File: src/rtl/key_mix.sv
// key_mix: RC5-style key schedule mixing pass over the S and L tables.
// Optional KEY_MIX_ABORT_EN adds iAbort, which returns a busy block to IDLE.
module key_mix #(
    parameter int T = 16,
    parameter int C = 4,
    parameter int W = 32,
    localparam int TL = $clog2(T),
    localparam int CL = $clog2(C),
    localparam int RL = $clog2(W)
) (
    input  logic          clk,
    input  logic          rst,
    input  logic          iStart,
`ifdef KEY_MIX_ABORT_EN
    input  logic          iAbort,
`endif
    output logic [TL-1:0] oS_address,
    input  logic [W-1:0]  iS_data,
    output logic [W-1:0]  oS_data,
    output logic          oS_we,
    output logic [CL-1:0] oL_address,
    input  logic [W-1:0]  iL_data,
    output logic [W-1:0]  oL_data,
    output logic          oL_we,
    output logic          oBusy,
    output logic          oDone
);
    localparam int N  = 3 * ((T > C) ? T : C);
    localparam int KL = $clog2(N + 1);
    localparam logic [TL-1:0] TMAX = TL'(T - 1);
    localparam logic [CL-1:0] CMAX = CL'(C - 1);
    localparam logic [KL-1:0] KLAST = KL'(N - 1);

    typedef enum logic [2:0] {IDLE, READ, WAIT, CALC_A, WRITE_S, CALC_B, WRITE_L, DONE} state_t;

    state_t        state_q, state_d;
    logic [W-1:0]  a_q, a_d, b_q, b_d, rl_q, rl_d;
    logic [TL-1:0] i_q, i_d;
    logic [CL-1:0] j_q, j_d;
    logic [KL-1:0] k_q, k_d;
    logic [TL-1:0] s_addr_q, s_addr_d;
    logic [CL-1:0] l_addr_q, l_addr_d;
    logic [W-1:0]  s_data_q, s_data_d, l_data_q, l_data_d;
    logic          s_we_q, s_we_d, l_we_q, l_we_d, busy_q, busy_d, done_q, done_d;

    function automatic logic [W-1:0] rotl(input logic [W-1:0] x, input logic [RL-1:0] s);
        logic [2*W-1:0] t;
        t = {x, x} << s;
        return t[2*W-1:W];
    endfunction

    always_comb begin
        state_d = state_q;
        a_d     = a_q;
        b_d     = b_q;
        rl_d    = rl_q;
        i_d     = i_q;
        j_d     = j_q;
        k_d     = k_q;
        case (state_q)
            IDLE: if (iStart) begin
                state_d = READ;
                a_d     = '0;
                b_d     = '0;
                i_d     = '0;
                j_d     = '0;
                k_d     = '0;
            end
            READ:    state_d = WAIT;
            WAIT:    state_d = CALC_A;
            CALC_A: begin
                a_d     = rotl(iS_data + a_q + b_q, RL'(3));
                rl_d    = iL_data;
                state_d = WRITE_S;
            end
            WRITE_S: state_d = CALC_B;
            CALC_B: begin
                b_d     = rotl(rl_q + a_q + b_q, RL'(a_q + b_q));
                state_d = WRITE_L;
            end
            WRITE_L: begin
                i_d     = (i_q == TMAX) ? '0 : i_q + 1'b1;
                j_d     = (j_q == CMAX) ? '0 : j_q + 1'b1;
                k_d     = k_q + 1'b1;
                state_d = (k_q == KLAST) ? DONE : READ;
            end
            DONE:    state_d = iStart ? DONE : IDLE;
            default: state_d = IDLE;
        endcase
`ifdef KEY_MIX_ABORT_EN
        if (iAbort && state_q != IDLE && state_q != DONE) state_d = IDLE;
`endif
        // Outputs are decoded from the next state so they register alongside it.
        s_addr_d = (state_d inside {READ, WAIT, CALC_A, WRITE_S}) ? i_d : '0;
        l_addr_d = (state_d inside {READ, WAIT, CALC_A, WRITE_L}) ? j_d : '0;
        s_we_d   = state_d == WRITE_S;
        l_we_d   = state_d == WRITE_L;
        s_data_d = s_we_d ? a_d : '0;
        l_data_d = l_we_d ? b_d : '0;
        busy_d   = !(state_d inside {IDLE, DONE});
        done_d   = state_d == DONE;
    end

    always_ff @(posedge clk or negedge rst) begin
        if (!rst) begin
            state_q  <= IDLE;
            a_q      <= '0;
            b_q      <= '0;
            rl_q     <= '0;
            i_q      <= '0;
            j_q      <= '0;
            k_q      <= '0;
            s_addr_q <= '0;
            l_addr_q <= '0;
            s_data_q <= '0;
            l_data_q <= '0;
            s_we_q   <= 1'b0;
            l_we_q   <= 1'b0;
            busy_q   <= 1'b0;
            done_q   <= 1'b0;
        end else begin
            state_q  <= state_d;
            a_q      <= a_d;
            b_q      <= b_d;
            rl_q     <= rl_d;
            i_q      <= i_d;
            j_q      <= j_d;
            k_q      <= k_d;
            s_addr_q <= s_addr_d;
            l_addr_q <= l_addr_d;
            s_data_q <= s_data_d;
            l_data_q <= l_data_d;
            s_we_q   <= s_we_d;
            l_we_q   <= l_we_d;
            busy_q   <= busy_d;
            done_q   <= done_d;
        end
    end

    assign oS_address = s_addr_q;
    assign oL_address = l_addr_q;
    assign oS_data    = s_data_q;
    assign oL_data    = l_data_q;
    assign oS_we      = s_we_q;
    assign oL_we      = l_we_q;
    assign oBusy      = busy_q;
    assign oDone      = done_q;
endmodule
File: config.mk
export PLATFORM = sky130hd
export DESIGN_NAME = key_mix
export DESIGN_NICKNAME = d
export VERILOG_FILES = /design/src/rtl/key_mix.sv
export SDC_FILE = /design/constraint.sdc
export NUM_CORES = 1
export LEC_CHECK = 0
export ABC_AREA = 1
export ABC_CLOCK_PERIOD_IN_PS = 8410
export BUFFER_PORTS_ARGS = -buffer_cell sky130_fd_sc_hd__clkbuf_2
export CORE_MARGIN = 1.5
export CORE_UTILIZATION = 60
export CTS_CLUSTER_DIAMETER = 150
export DETAILED_ROUTE_END_ITERATION = 12
export PLACE_DENSITY = 0.81
export SYNTH_ARGS = -nofsm -noshare
export SYNTH_HDL_FRONTEND = slang
export SYNTH_SLANG_ARGS = --single-unit
File: constraint.sdc
create_clock -name clk -period 8.41 [get_ports clk]
set_input_delay 1.682 -clock clk [delete_from_list [all_inputs] [get_ports clk]]
set_output_delay 1.682 -clock clk [all_outputs]
set_load 0.01 [all_outputs]
==> out/results.tsv <==
metric	value	unit
status	completed	
worstSetupPathType	register to register	
die_area	23800	um^2
synth_area	13700	um^2
post_cts_buffers	0	
gp_congestion	1.03	
fin_skew	0.0165	ns
cts_root_buffer	clkbuf_16	
port_buffers	140	
synth_cell_type_count	47	
die_y	154	um
drtPass1Iterations	5	
synth_edf_count	0	
grt_pass1_wl	69.8	mm
ys_seq_area_share	33.8	%
drc	0	
cp-start-kind	register	
cts.sinks	185	
grt_max_degree	116	
hold_viol_final	0	
num_vias	13200	
crit_arrival	4.56	ns
postSynthCellCount	1881	
avgViaCountPerCell	5.77	
clock_latency	0.46	ns
num_io_pins	141	
coreArea	22500	um^2
dpl.hpwl	34.5	mm
maxCapViolations	0	
h-tree-depth	4	
critPathCaptureType	register	
synth.avg_cell_area	7.29	um^2
finalCriticalPeriod	4.24	ns
drv_slew	0	
cts-resized-gates	0	
grt_setup_unrepaired	false	
grt_usage	38.6	%
crit_path_max_fanout	33	
cts_buffers	17	
async_reset_ff_share	100	%
num_rows	55	
clockBufferDepth	2	
worstPathRequired	8.73	ns
clkTransAtPathRegs	0.09	ns
drt_wl_total	43.5	mm
drive_above_1_share	11.3	%
grt_pass1_vias	12900	
regArea	4630	um^2
grt_overflow	0	
multi_input_area	7980	um^2
hold_class	register to register	
postRouteAntennaNets	0	
fin_setup_tns	0	ns
synth_seq_cells	185	
wl_per_cell	18.9	um
tightest_slew	1.10	ns
areaGrowthSynthToFinish	11.6	%
nFillCells	1980	
fin_nets	2195	
yosysWarnings	0	
hold_buffers	0	
fin_crit_sh	50.4	%
die_w	154	um
synthFlopType	dfrtp_1	
syn-num-nets	2080	
setup_violations	0	
initialDrtViolationCount	1206	
cts_tree	yes	
antenna_found_initial	0	
relSlewSlack	26.5	%
initial_core_util	60.9	%
timing.fmax	0.236	GHz
state kept, by name (all words and copies together), names as in the netlist:
register    flops
a_q            32
b_q            32
oL_data        32
oS_data        32
rl_q           32
k_q             6
i_q             4
oS_address      4
state_q         3
j_q             2
oL_address      2
oBusy           1
oDone           1
oL_we           1
oS_we           1
final cells by class:
class / count / area share [%]
Antenna cell: 2 / 0.0327
Clock buffer: 18 / 2.81
Clock inverter: 14 / 1.26
Inverter: 247 / 6.06
Multi-Input combinational cell: 1397 / 52.2
Sequential cell: 185 / 30.3
Tap cell: 285 / 2.33
Timing Repair Buffer: 148 / 5.03
critical path, stage by stage, from the launching register on:
cell and delay [ns]:
dfrtp_1 0.50, ha_1 0.34, buf_4 0.24, nand2_1 0.12, nand2_1 0.05, ha_1 0.26
fa_1 0.53, nand3_1 0.12, nand3_1 0.15, nand2_1 0.09, nand2_1 0.11, nand2_1 0.22
nand3_1 0.11, nand2_1 0.09, nand3_1 0.10, nand3_1 0.16, nand3_1 0.19, nand3_1 0.21
nand3_1 0.11, nand3_1 0.30, nand2_1 0.09
final timing paths:
| kind | startpoint | to | slack (ns) | cells past startpoint |
|---|---|---|---|---|
| setup / recovery | a_q[0] | b_q[19] | 4.17 | 20 |
| max in group asynchronous | rst | k_q[2] | 5.53 | 2 |
| min in group asynchronous | rst | oL_data[0] | 1.28 | 1 |
| hold / removal | rl_q[27] | rl_q[27] | 0.50 | 2 |
| hold reg to reg | rl_q[27] | rl_q[27] | 0.50 | 2 |
| setup reg to reg | a_q[0] | b_q[19] | 4.17 | 20 |
per-layer routing:
metal | track usage, % | vias up | wire [um]
met3 | 6.06 | 111 | 3630
met2 | 62.7 | 574 | 20200
li1 | - | 6289 | -
met4 | 16.2 | 0 | 1770
met5 | 0 | - | 0
met1 | 51.8 | 6274 | 17900
kinds of logic after synthesis:
kind of cell | synth area share (%)
compound gates | 6.23
xor+xnor | 1.09
fa+ha+maj | 15.6
buf+inv | 8.42
flops | 33.8
mux | 0.0730
simple gates | 34.9
synthesized netlist by cell type (11+ instances only):
cell type | instances | area, um^2
a21oi_1 | 64 | 320
buf_2 | 23 | 115
clkbuf_1 | 21 | 78.8
dfrtp_1 | 185 | 4630
fa_1 | 64 | 1280
ha_1 | 68 | 851
inv_1 | 245 | 920
nand2_1 | 567 | 2130
nand3_1 | 351 | 1760
nand3_2 | 15 | 150
nand4_1 | 12 | 75.1
nor2_1 | 110 | 413
o21ai_0 | 52 | 260
xnor2_1 | 11 | 96.3
cell usage in the layout, fill, tap and decap left out, drive strengths merged, types with 9 or more instances in the layout:
cell / synthesis / layout
a21oi: 66 / 66
clkbuf: 21 / 158
clkinv: 1 / 9
dfrtp: 185 / 185
fa: 64 / 64
ha: 68 / 68
inv: 246 / 252
nand2: 573 / 573
nand3: 366 / 366
nand4: 12 / 12
nor2: 116 / 116
o21ai: 63 / 63
xnor2: 11 / 11
metrics by stage:
step	utilization (%)	area [um^2]	setup slack (ns)	hold slack [ns]	std cells
2_1_floorplan	-	13700	4.33	0.459	1881
3_3_place_gp	65.2	14700	3.97	0.478	2262
3_5_place_dp	65.2	14700	3.88	0.480	2262
4_1_cts	67.9	15300	4.19	0.501	2294
5_1_grt	67.9	15300	3.89	0.527	2294
6_report	68.0	15300	4.17	0.500	2296
Power is not shown: default switching activity piles up to over one toggle a cycle in this logic, so the estimate is an artifact.
